`config.mk`:
```
export PLATFORM = sky130hd
export DESIGN_NAME = hog_feature_axi_writer_flat
export DESIGN_NICKNAME = d
export VERILOG_FILES = /design/src/rtl/hog_wr_pkg.sv /design/src/rtl/hog_feature_axi_writer_if.sv /design/src/rtl/hog_wr_aw_gen.sv /design/src/rtl/hog_feature_axi_writer.sv /design/src/flat_wrapper.sv
export SDC_FILE = /design/constraint.sdc
export NUM_CORES = 1
export LEC_CHECK = 0
export CAP_MARGIN = 20
export CORE_AREA = 2 2 464 466
export DETAILED_ROUTE_END_ITERATION = 16
export DIE_AREA = 0 0 466 468
export PLACE_DENSITY = 0.3
export SETUP_SLACK_MARGIN = 0.2
export SYNTH_ARGS = -nofsm -noshare
export SYNTH_HDL_FRONTEND = slang
export SYNTH_HIERARCHICAL = 1
export SYNTH_SLANG_ARGS = --single-unit
export TNS_END_PERCENT = 30
```
`constraint.sdc`:
```
create_clock -name aclk -period 3.9 [get_ports aclk]
set_input_delay 0.78 -clock aclk [delete_from_list [all_inputs] [get_ports aclk]]
set_output_delay 0.78 -clock aclk [all_outputs]
set_load 0.02 [all_outputs]
```
`src/rtl/hog_wr_pkg.sv`:
```
// Shared FSM encoding and AXI encodings for the HOG feature AXI writer.
package hog_wr_pkg;

    typedef enum logic [2:0] {
        ST_IDLE,
        ST_KICK,
        ST_RUN,
        ST_WAIT_B,
        ST_DONE
    } wr_state_t;

    localparam logic [2:0] AXI_SIZE_64B   = 3'b110;
    localparam logic [1:0] AXI_BURST_INCR = 2'b01;
    localparam logic [1:0] AXI_RESP_OKAY  = 2'b00;
    localparam int         BYTES_PER_BEAT = 64;

endpackage

```
`src/rtl/hog_feature_axi_writer_if.sv`:
```
// AXI4 write-only channel bundle (AW/W/B) between the feature writer and DDR.
interface hog_feature_axi_writer_if #(
    parameter int AXI_DW = 512,
    parameter int AXI_AW = 32
);
    logic [AXI_AW-1:0]   awaddr;
    logic [7:0]          awlen;
    logic [2:0]          awsize;
    logic [1:0]          awburst;
    logic                awvalid;
    logic                awready;
    logic [AXI_DW-1:0]   wdata;
    logic [AXI_DW/8-1:0] wstrb;
    logic                wlast;
    logic                wvalid;
    logic                wready;
    logic [1:0]          bresp;
    logic                bvalid;
    logic                bready;

    modport master (
        output awaddr, awlen, awsize, awburst, awvalid,
        input  awready,
        output wdata, wstrb, wlast, wvalid,
        input  wready,
        input  bresp, bvalid,
        output bready
    );

    modport slave (
        input  awaddr, awlen, awsize, awburst, awvalid,
        output awready,
        input  wdata, wstrb, wlast, wvalid,
        output wready,
        output bresp, bvalid,
        input  bready
    );
endinterface

```
`src/rtl/hog_wr_aw_gen.sv`:
```
// Purpose: issues one INCR AW per burst, keeping at most MAX_OUTST bursts ahead of W.
// Latency: awvalid rises one cycle after an issue slot opens; addresses step by one burst.
// Backpressure: awvalid/awaddr held stable until awready; go low clears all state.
module hog_wr_aw_gen
    import hog_wr_pkg::*;
#(
    parameter int AXI_AW     = 32,
    parameter int BURST_LEN  = 16,
    parameter int NUM_BURSTS = 124,
    parameter int MAX_OUTST  = 2
) (
    input  logic              aclk,
    input  logic              arest,
    input  logic [AXI_AW-1:0] base,
    input  logic              go,
    input  logic              w_burst_done,
    input  logic              awready,
    output logic [AXI_AW-1:0] awaddr,
    output logic [7:0]        awlen,
    output logic [2:0]        awsize,
    output logic [1:0]        awburst,
    output logic              awvalid,
    output logic              aw_avail
);
    localparam int IDX_W       = $clog2(NUM_BURSTS + 1);
    localparam int OUT_W       = $clog2(MAX_OUTST + 1);
    localparam int BURST_SHIFT = $clog2(BURST_LEN * BYTES_PER_BEAT);

    logic [IDX_W-1:0] burst_idx;
    logic [OUT_W-1:0] outst;
    logic             aw_hs;
    logic             can_issue;

    assign aw_hs     = awvalid && awready;
    assign can_issue = go && !awvalid
                       && (burst_idx < IDX_W'(NUM_BURSTS))
                       && (outst < OUT_W'(MAX_OUTST));

    // Fixed fields are only driven while a request is presented so the bus idles at zero.
    assign awlen    = awvalid ? 8'(BURST_LEN - 1) : 8'd0;
    assign awsize   = awvalid ? AXI_SIZE_64B : 3'b000;
    assign awburst  = awvalid ? AXI_BURST_INCR : 2'b00;
    assign aw_avail = (outst != '0);

    always_ff @(posedge aclk) begin
        if (arest || !go) begin
            burst_idx <= '0;
            outst     <= '0;
            awvalid   <= 1'b0;
            awaddr    <= '0;
        end else begin
            if (aw_hs) begin
                awvalid   <= 1'b0;
                burst_idx <= burst_idx + 1'b1;
            end else if (can_issue) begin
                awvalid <= 1'b1;
                awaddr  <= base + (AXI_AW'(burst_idx) << BURST_SHIFT);
            end
            // Outstanding = AWs accepted minus W bursts fully sent.
            case ({aw_hs, w_burst_done})
                2'b10:   outst <= outst + 1'b1;
                2'b01:   outst <= outst - 1'b1;
                default: ;
            endcase
        end
    end
endmodule

```
`src/rtl/hog_feature_axi_writer.sv`:
```
// Purpose: kicks the feature reader, buffers one word, writes a frame to DDR as INCR bursts (WR_PERF_CNT_EN adds perf_cycles).
// Latency: res_data_valid at cycle N gives wvalid at N+1 once the burst's AW is accepted.
// Backpressure: single-entry buffer; a word arriving while full without a W handshake is dropped and sets err.
module hog_feature_axi_writer
    import hog_wr_pkg::*;
#(
    parameter int AXI_DW      = 512,
    parameter int AXI_AW      = 32,
    parameter int BURST_LEN   = 16,
    parameter int TOTAL_BEATS = 1984,
    parameter int MAX_OUTST   = 2
) (
    input  logic              aclk,
    input  logic              arest,
    input  logic              start,
    input  logic [AXI_AW-1:0] base_addr,
    output logic              busy,
    output logic              done,
    output logic              err,
    output logic              res_start,
    output logic              w_handshake,
    output logic              wr_done,
    input  logic [AXI_DW-1:0] res_data,
    input  logic              res_data_valid,
`ifdef WR_PERF_CNT_EN
    output logic [31:0]       perf_cycles,
`endif
    hog_feature_axi_writer_if.master m_axi
);
    localparam int NUM_BURSTS = TOTAL_BEATS / BURST_LEN;
    localparam int BEAT_W     = $clog2(TOTAL_BEATS + 1);
    localparam int BIB_W      = $clog2(BURST_LEN);
    localparam int BCNT_W     = $clog2(NUM_BURSTS + 1);
    localparam logic [AXI_AW-1:0] ADDR_MASK = ~AXI_AW'(1023);

    wr_state_t         state, state_nxt;
    logic [AXI_AW-1:0] base_q;
    logic [BEAT_W-1:0] beat_cnt;
    logic [BIB_W-1:0]  beat_in_burst;
    logic [BCNT_W-1:0] b_cnt;
    logic [AXI_DW-1:0] buf_data;
    logic              buf_full;
    logic              aw_avail, w_hs, b_hs, accept, frame_start, active;
    logic              last_beat, w_burst_done, overflow, bad_resp;

    assign frame_start  = (state == ST_IDLE) && start;
    assign active       = (state == ST_RUN) || (state == ST_WAIT_B);
    assign accept       = (state == ST_KICK) || (state == ST_RUN);

    assign m_axi.wvalid = buf_full && aw_avail;
    assign m_axi.wdata  = buf_data;
    assign m_axi.wstrb  = m_axi.wvalid ? '1 : '0;
    assign m_axi.wlast  = (beat_in_burst == BIB_W'(BURST_LEN - 1));
    assign m_axi.bready = active;

    assign w_hs         = m_axi.wvalid && m_axi.wready;
    assign b_hs         = m_axi.bvalid && m_axi.bready;
    assign w_handshake  = w_hs;
    assign w_burst_done = w_hs && m_axi.wlast;
    assign last_beat    = w_hs && (beat_cnt == BEAT_W'(TOTAL_BEATS - 1));
    assign overflow     = accept && res_data_valid && buf_full && !w_hs;
    assign bad_resp     = b_hs && (m_axi.bresp != AXI_RESP_OKAY);

    always_ff @(posedge aclk) begin
        if (arest) state <= ST_IDLE;
        else       state <= state_nxt;
    end

    always_comb begin
        state_nxt = state;
        busy      = 1'b1;
        res_start = 1'b0;
        done      = 1'b0;
        wr_done   = 1'b0;
        unique case (state)
            ST_IDLE: begin
                busy = 1'b0;
                if (start) state_nxt = ST_KICK;
            end
            ST_KICK: begin
                res_start = 1'b1;
                state_nxt = ST_RUN;
            end
            ST_RUN:    if (last_beat) state_nxt = ST_WAIT_B;
            ST_WAIT_B: if (b_cnt == BCNT_W'(NUM_BURSTS)) state_nxt = ST_DONE;
            ST_DONE: begin
                done      = 1'b1;
                wr_done   = 1'b1;
                state_nxt = ST_IDLE;
            end
            default: state_nxt = ST_IDLE;
        endcase
    end

    always_ff @(posedge aclk) begin
        if (arest) begin
            base_q        <= '0;
            beat_cnt      <= '0;
            beat_in_burst <= '0;
            b_cnt         <= '0;
        end else if (frame_start) begin
            base_q        <= base_addr & ADDR_MASK;
            beat_cnt      <= '0;
            beat_in_burst <= '0;
            b_cnt         <= '0;
        end else begin
            if (w_hs) begin
                beat_cnt      <= beat_cnt + 1'b1;
                beat_in_burst <= m_axi.wlast ? '0 : beat_in_burst + 1'b1;
            end
            if (b_hs) b_cnt <= b_cnt + 1'b1;
        end
    end

    // A word may land in the same cycle the held word drains; only a true collision drops.
    always_ff @(posedge aclk) begin
        if (arest || frame_start) begin
            buf_full <= 1'b0;
            buf_data <= '0;
        end else if (accept && res_data_valid && (!buf_full || w_hs)) begin
            buf_full <= 1'b1;
            buf_data <= res_data;
        end else if (w_hs) begin
            buf_full <= 1'b0;
        end
    end

    always_ff @(posedge aclk) begin
        if (arest || frame_start)     err <= 1'b0;
        else if (overflow || bad_resp) err <= 1'b1;
    end

    hog_wr_aw_gen #(
        .AXI_AW     (AXI_AW),
        .BURST_LEN  (BURST_LEN),
        .NUM_BURSTS (NUM_BURSTS),
        .MAX_OUTST  (MAX_OUTST)
    ) u_aw_gen (
        .aclk         (aclk),
        .arest        (arest),
        .base         (base_q),
        .go           (active),
        .w_burst_done (w_burst_done),
        .awready      (m_axi.awready),
        .awaddr       (m_axi.awaddr),
        .awlen        (m_axi.awlen),
        .awsize       (m_axi.awsize),
        .awburst      (m_axi.awburst),
        .awvalid      (m_axi.awvalid),
        .aw_avail     (aw_avail)
    );

`ifdef WR_PERF_CNT_EN
    logic [31:0] perf_q;

    always_ff @(posedge aclk) begin
        if (arest || frame_start) perf_q <= '0;
        else if (state != ST_IDLE) perf_q <= perf_q + 32'd1;
    end

    assign perf_cycles = perf_q;
`endif
endmodule
```
`src/flat_wrapper.sv`:
```
// flat-port wrapper written by rule: the top's interface ports become plain ports
module hog_feature_axi_writer_flat import hog_wr_pkg::*;
#(
    parameter int AXI_DW      = 512,
    parameter int AXI_AW      = 32,
    parameter int BURST_LEN   = 16,
    parameter int TOTAL_BEATS = 1984,
    parameter int MAX_OUTST   = 2
)
  (aclk, arest, start, base_addr, busy, done, err, res_start, w_handshake, wr_done, res_data, res_data_valid, m_axi_awaddr, m_axi_awlen, m_axi_awsize, m_axi_awburst, m_axi_awvalid, m_axi_awready, m_axi_wdata, m_axi_wstrb, m_axi_wlast, m_axi_wvalid, m_axi_wready, m_axi_bresp, m_axi_bvalid, m_axi_bready);
  hog_feature_axi_writer_if #(.AXI_DW(AXI_DW), .AXI_AW(AXI_AW)) m_axi_i ();
  input  logic aclk;
  input  logic arest;
  input  logic start;
  input  logic [AXI_AW-1:0] base_addr;
  output logic busy;
  output logic done;
  output logic err;
  output logic res_start;
  output logic w_handshake;
  output logic wr_done;
  input  logic [AXI_DW-1:0] res_data;
  input  logic res_data_valid;
  output wire logic [$bits(m_axi_i.awaddr)-1:0] m_axi_awaddr;
  output wire logic [$bits(m_axi_i.awlen)-1:0] m_axi_awlen;
  output wire logic [$bits(m_axi_i.awsize)-1:0] m_axi_awsize;
  output wire logic [$bits(m_axi_i.awburst)-1:0] m_axi_awburst;
  output wire logic [$bits(m_axi_i.awvalid)-1:0] m_axi_awvalid;
  input wire logic [$bits(m_axi_i.awready)-1:0] m_axi_awready;
  output wire logic [$bits(m_axi_i.wdata)-1:0] m_axi_wdata;
  output wire logic [$bits(m_axi_i.wstrb)-1:0] m_axi_wstrb;
  output wire logic [$bits(m_axi_i.wlast)-1:0] m_axi_wlast;
  output wire logic [$bits(m_axi_i.wvalid)-1:0] m_axi_wvalid;
  input wire logic [$bits(m_axi_i.wready)-1:0] m_axi_wready;
  input wire logic [$bits(m_axi_i.bresp)-1:0] m_axi_bresp;
  input wire logic [$bits(m_axi_i.bvalid)-1:0] m_axi_bvalid;
  output wire logic [$bits(m_axi_i.bready)-1:0] m_axi_bready;
  assign m_axi_awaddr = m_axi_i.awaddr;
  assign m_axi_awlen = m_axi_i.awlen;
  assign m_axi_awsize = m_axi_i.awsize;
  assign m_axi_awburst = m_axi_i.awburst;
  assign m_axi_awvalid = m_axi_i.awvalid;
  assign m_axi_i.awready = m_axi_awready;
  assign m_axi_wdata = m_axi_i.wdata;
  assign m_axi_wstrb = m_axi_i.wstrb;
  assign m_axi_wlast = m_axi_i.wlast;
  assign m_axi_wvalid = m_axi_i.wvalid;
  assign m_axi_i.wready = m_axi_wready;
  assign m_axi_i.bresp = m_axi_bresp;
  assign m_axi_i.bvalid = m_axi_bvalid;
  assign m_axi_bready = m_axi_i.bready;
  hog_feature_axi_writer #(.AXI_DW(AXI_DW), .AXI_AW(AXI_AW), .BURST_LEN(BURST_LEN), .TOTAL_BEATS(TOTAL_BEATS), .MAX_OUTST(MAX_OUTST)) u_core (.aclk(aclk), .arest(arest), .start(start), .base_addr(base_addr), .busy(busy), .done(done), .err(err), .res_start(res_start), .w_handshake(w_handshake), .wr_done(wr_done), .res_data(res_data), .res_data_valid(res_data_valid), .m_axi(m_axi_i));
endmodule
```
Word level (Yosys, flattened, before mapping)
Index checks and enable logic that the tools add are counted.
W data, S select, Z words.
- input port bits: 553
- register bits after elaboration: 603
- output and inout port bits: 631
- logic and storage cells: 83
- reductions and logical operators: 34
- bitwise gates (word level): 1
- multiplexer cells: 15
- order comparisons: 2
- add/sub/neg operators: 7
- eq/ne operators: 12
- operator list (operator ; count):
    $mux W64 ; 1
    $add A32 B17 Y32 ; 1
    $logic_and A1 B1 Y1 ; 15
    $add A7 B1 Y7 const B ; 2
    $mux W3 ; 4
    $pmux W3 S4 ; 1
    $add A11 B1 Y11 const B ; 1
    $eq A11 B11 Y1 const B ; 1
    $mux W4 ; 2
    $reduce_bool A2 Y1 ; 4
    $eq A7 B7 Y1 const B ; 1
    $lt A7 B7 Y1 const B ; 1
    $eq A3 B2 Y1 const B ; 2
    $logic_or A1 B1 Y1 ; 6
    $mux W1 ; 6
    $add A4 B1 Y4 const B ; 1
    $eq A4 B4 Y1 const B ; 1
    $logic_not A1 Y1 ; 4
    $ne A2 B2 Y1 const B ; 2
    $pmux W2 S2 ; 1
    $reduce_or A2 Y1 ; 2
    $eq A3 B1 Y1 const B ; 1
    $eq A3 B3 Y1 const B ; 1
    $logic_not A3 Y1 ; 1
    9 further kinds ; 9

Depth between registers and ports, before layout
- word-level depth: 6
- mapped depth: 10
- mapped depth without buffers: 8

Hierarchy
The synthesis kept the hierarchy.
- by module, submodules not included (module ; instances ; area an instance (um2) ; seq. area each (um2) ; cells an instance):
    hog_feature_axi_writer ; 1 ; 20886.3 ; 11230.8 ; 2534
    hog_wr_aw_gen ; 1 ; 2313.5 ; 840.8 ; 276

Least setup slack after synthesis
OpenSTA, ideal clock, no wires.
- kind: register -> output
- from: register u_core.u_aw_gen.outst[0]
- to: output port m_axi_wstrb[0]
- cell stages (with the launch flop): 4
- path buffers: 1
- arrival time: 2.095 ns
- slack: 1.025 ns
- required time: 3.120 ns
- path through: dfxtp_1 or2_2 and2_1 buf_4
- longest elaborated chain between the ends: 3
- RTL lines (what ; RTL line ; source):
    from (decl) ; hog_wr_aw_gen.sv:30 ; logic [OUT_W-1:0] outst;
    from (signal assigned) ; hog_wr_aw_gen.sv:61 ; 2'b10: outst <= outst + 1'b1;
    from (signal assigned) ; hog_wr_aw_gen.sv:62 ; 2'b01: outst <= outst - 1'b1;
    $reduce_bool A2 Y1 ; hog_wr_aw_gen.sv:43 ; assign aw_avail = (outst != '0);
    net u_core.aw_avail ; hog_feature_axi_writer.sv:43 ; logic aw_avail, w_hs, b_hs, accept, frame_start, active;
    $logic_and A1 B1 Y1 ; hog_feature_axi_writer.sv:50 ; assign m_axi.wvalid = buf_full && aw_avail;
    net m_axi_wvalid ; flat_wrapper.sv:33 ; output wire logic [$bits(m_axi_i.wvalid)-1:0] m_axi_wvalid;
    $mux W64 ; hog_feature_axi_writer.sv:52 ; assign m_axi.wstrb = m_axi.wvalid ? '1 : '0;
    to (decl) ; flat_wrapper.sv:31 ; output wire logic [$bits(m_axi_i.wstrb)-1:0] m_axi_wstrb;
The timed path passes the listed nets, and every way through them passes these cells.

Worst setup path after layout
- from: register u_core.u_aw_gen.outst[0]
- to: output port m_axi_wstrb[15]
- longest elaborated chain between the ends: 3
- RTL lines (what ; RTL line):
    $reduce_bool A2 Y1 ; hog_wr_aw_gen.sv:43
    net u_core.aw_avail ; hog_feature_axi_writer.sv:43
    $logic_and A1 B1 Y1 ; hog_feature_axi_writer.sv:50
    $mux W64 ; hog_feature_axi_writer.sv:52
The timed path passes the listed nets, and every way through them passes these cells.

==> out/qor.csv <==
metric,value,unit
Total GRT Usage,13.1,%
number of global-route vias before repair,23461,
Worst-path clk slew,0.05,ns
VDD IR max,301,µV
CTS Sinks,603,
H-tree Lvls,3,
Top Ports,1184,
remaining global-route overflow,0,
Area Growth Syn to Fin,75.7,%
die area,218000,µm²
I/O Buffers,1167,
initial antenna violation count,107,
WL/cell,22.0,µm
Setup WS pre-CTS,0.649,ns
DRT antenna net count,0,
leakage power,0.0130,µW
Min-Delay Startpoint,u_core/m_axi.wdata[496]$_SDFFE_PP0P_,
multi-input logic area,9510,µm²
root buffer cell,clkbuf_16,
Crit Path Class,register to output pin,
largest net degree at the start of global routing,119,
Synth Area per Inst,8.26,µm²
flop-to-flop setup slack,1.21,ns
Core ar.,213000,µm²
Max Freq,287,MHz
final cell count without fillers,6798,
Hold Path End,u_core/m_axi.wdata[496]$_SDFFE_PP0P_,
status,finished clean,
setup bufs post-CTS,0,
Critical Path Source,u_core/u_aw_gen/outst[0]$_SDFFE_PP0P_,
RePlAce Congestion,0.833,
CTS tree,yes,
RSZ-0062 raised after global routing,no,
Die X-Extent,466,µm
reg2reg start,u_core/state[1]$_SDFFE_PP0P_,
Post-route DRC,0,
share of layout cells above drive strength 1,10.8,%
Vias,23204,
"Period Utilization, post-route",89.2,%
Slew @ Worst Pin,0.931,ns
crit path DAT,2.70,ns
worst skew pair latency,0.72,ns
Synth top area share,52.0,%
register area,12100,µm²
Ys Warns,6,
RR Endpoint,u_core/u_aw_gen/awaddr[19]$_SDFFE_PP0P_,
final setup violation count,0,
"area leader, netlist",dfxtp_1,
"EDFF count, synth",0,
worst setup margin,0.421,ns
number of max-cap violations,0,
fillers,23804,
"Top FF cell, synth",dfxtp_1,
cts-stage hold buffer count,0,
synthesized area,23200,µm²
Initial Util,10.9,%
clock buffer depth,3,
Hold Path Depth,2,
Max transition margin,37.8,%
main area contributors after synthesis,"dfxtp_1 52%, nand2_1 18%, a21oi_1 8.2%",
Starting DRT DRC Count,1048,
pwr dens,453,nW/µm²
reg2reg path depth,6,
Max Slew Vio Count,0,
fin nets,4440,
Critical Path Sink Type,output pin,
async set or reset register ratio after synthesis,0,%
drt via density,3.41,
Die H,468,µm
CP required,3.12,ns
drt total wl,149000,µm
fin crit period,3.48,ns
startpoint types,register,
peak fanout along the critical path,34,
Mapped Cells,2810,
register area share after synthesis,52.0,%
Cell Rows,170,
Hold WC Path Type,register to register,
CTS resizes,0,
register bit total from synthesis,603,
Worst Skew,0.0346,ns
placed insts,6619,
post-synthesis cell type count,62,
final hold viol count,0,
setup TNS,0,ns
CTS Buf Count,90,
Final HPWL DP,118000,µm
global-route wire length before repair,200000,µm
Initial DRT Pass Iterations,4,
==> registers in the layout, summed over array words and instances, names as in the netlist, 3 cells and up <==
register                   count
u_core/beat_cnt               11
u_core/u_aw_gen/awaddr        32
u_core/u_aw_gen/burst_idx      7
u_core/base_q                 22
u_core/m_axi.wdata           512
u_core/b_cnt                   7
u_core/state                   3
u_core/beat_in_burst           4
==> critical path: stages, from the launching register on <==
cell and delay (ns):
dfxtp_1 0.37, or2_2 0.17, and2_2 0.38, buf_4 0.36
clkdlybuf4s50_1 0.66
==> metrics by stage <==
step                      total power [µW]  utilization (%)  hold slack [ns]  cell area (µm²)
after floorplan                       8290                -            0.441            23300
after global placement               10300             17.7            0.442            37700
after detailed placement             10300             17.7            0.446            37700
after CTS                            19000             19.1            0.453            40700
after global routing                 19400             19.1            0.468            40700
final                                18500             19.1            0.450            40800
==> cell families after synthesis <==
group,share of synthesized area [%]
AOI/OAI and AO/OA,17.8
xor gates and xnor gates,1.13
adders and majority gates,0.787
buffers and inverters,7.30
DFF,52.0
muxes,0.0863
other,0.0324
and+or+nand+nor,20.9
==> placed cells by master, fill, tap and decap left out, types with 3 or more instances in the layout <==
cell type,synthesis,routed
and2_1,4,3
nor2_1,32,32
nand3_1,14,14
o21a_1,3,3
nand4_1,7,7
conb_1,2,16
or3_1,7,7
clkdlybuf4s50_1,0,1167
nand3b_1,4,4
o211ai_1,5,5
diode_2,0,20
bufinv_16,0,5
inv_1,9,9
nor3_1,12,12
clkinvlp_4,0,8
dfxtp_1,603,603
o22ai_1,3,3
o21ai_0,24,24
clkbuf_1,52,22
buf_12,0,29
xnor2_1,16,16
clkbuf_16,0,92
nand2_1,1118,1118
ha_1,13,13
buf_4,81,38
xor2_1,14,14
and3_1,6,6
a21oi_2,202,202
clkinv_2,0,9
a211oi_1,6,6
and4_1,6,6
clkbuf_8,0,16
a21oi_1,378,378
==> where the power goes <==
group	switching, µW	total (µW)	internal, µW
Sequential	177	6640	6460
Clock	3440	8420	4980
Combinational	1990	3390	1400
Total	5610	18500	12800
==> Yosys cell counts, types with 7 or more instances <==
library cell / instances
nor3_1: 12
inv_1: 9
nand3_1: 14
buf_4: 81
nand2_1: 1118
nand4_1: 7
buf_6: 23
clkbuf_1: 52
buf_1: 9
o21ai_0: 24
nor2_1: 32
ha_1: 13
buf_2: 112
a21oi_2: 202
xor2_1: 14
or3_1: 7
a21oi_1: 378
xnor2_1: 16
dfxtp_1: 603
==> how the worst max path moves through the flow <==
| stage | to | slack [ns] | cells after the start |
|---|---|---|---|
| global route | m_axi_wstrb[24] | 0.25 | 4 |
| floorplan | m_axi_wstrb[0] | 1.03 | 3 |
| finish | m_axi_wstrb[15] | 0.42 | 4 |
| detailed placement | w_handshake | 0.65 | 5 |
| global placement | w_handshake | 0.65 | 5 |
| CTS | m_axi_wstrb[17] | 0.29 | 4 |
==> routing by layer <==
layer	wire (µm)	up-vias	GRT usage [%]
met4	3450	94	3.66
met1	62400	10676	15.8
met5	559	-	0
li1	-	11217	-
met2	64400	963	20.1
met3	18400	254	7.02
==> final cells by class <==
type	count	share of cell area (%)
sequential	603	29.6
antenna	20	0.123
clock buffer	130	6.39
multi-input combinational	1934	23.3
clock inverter	29	0.955
timing repair buffer	1234	30.8
tap	2838	8.71
inverter	10	0.0921
Power figures use the tool's default switching activity.
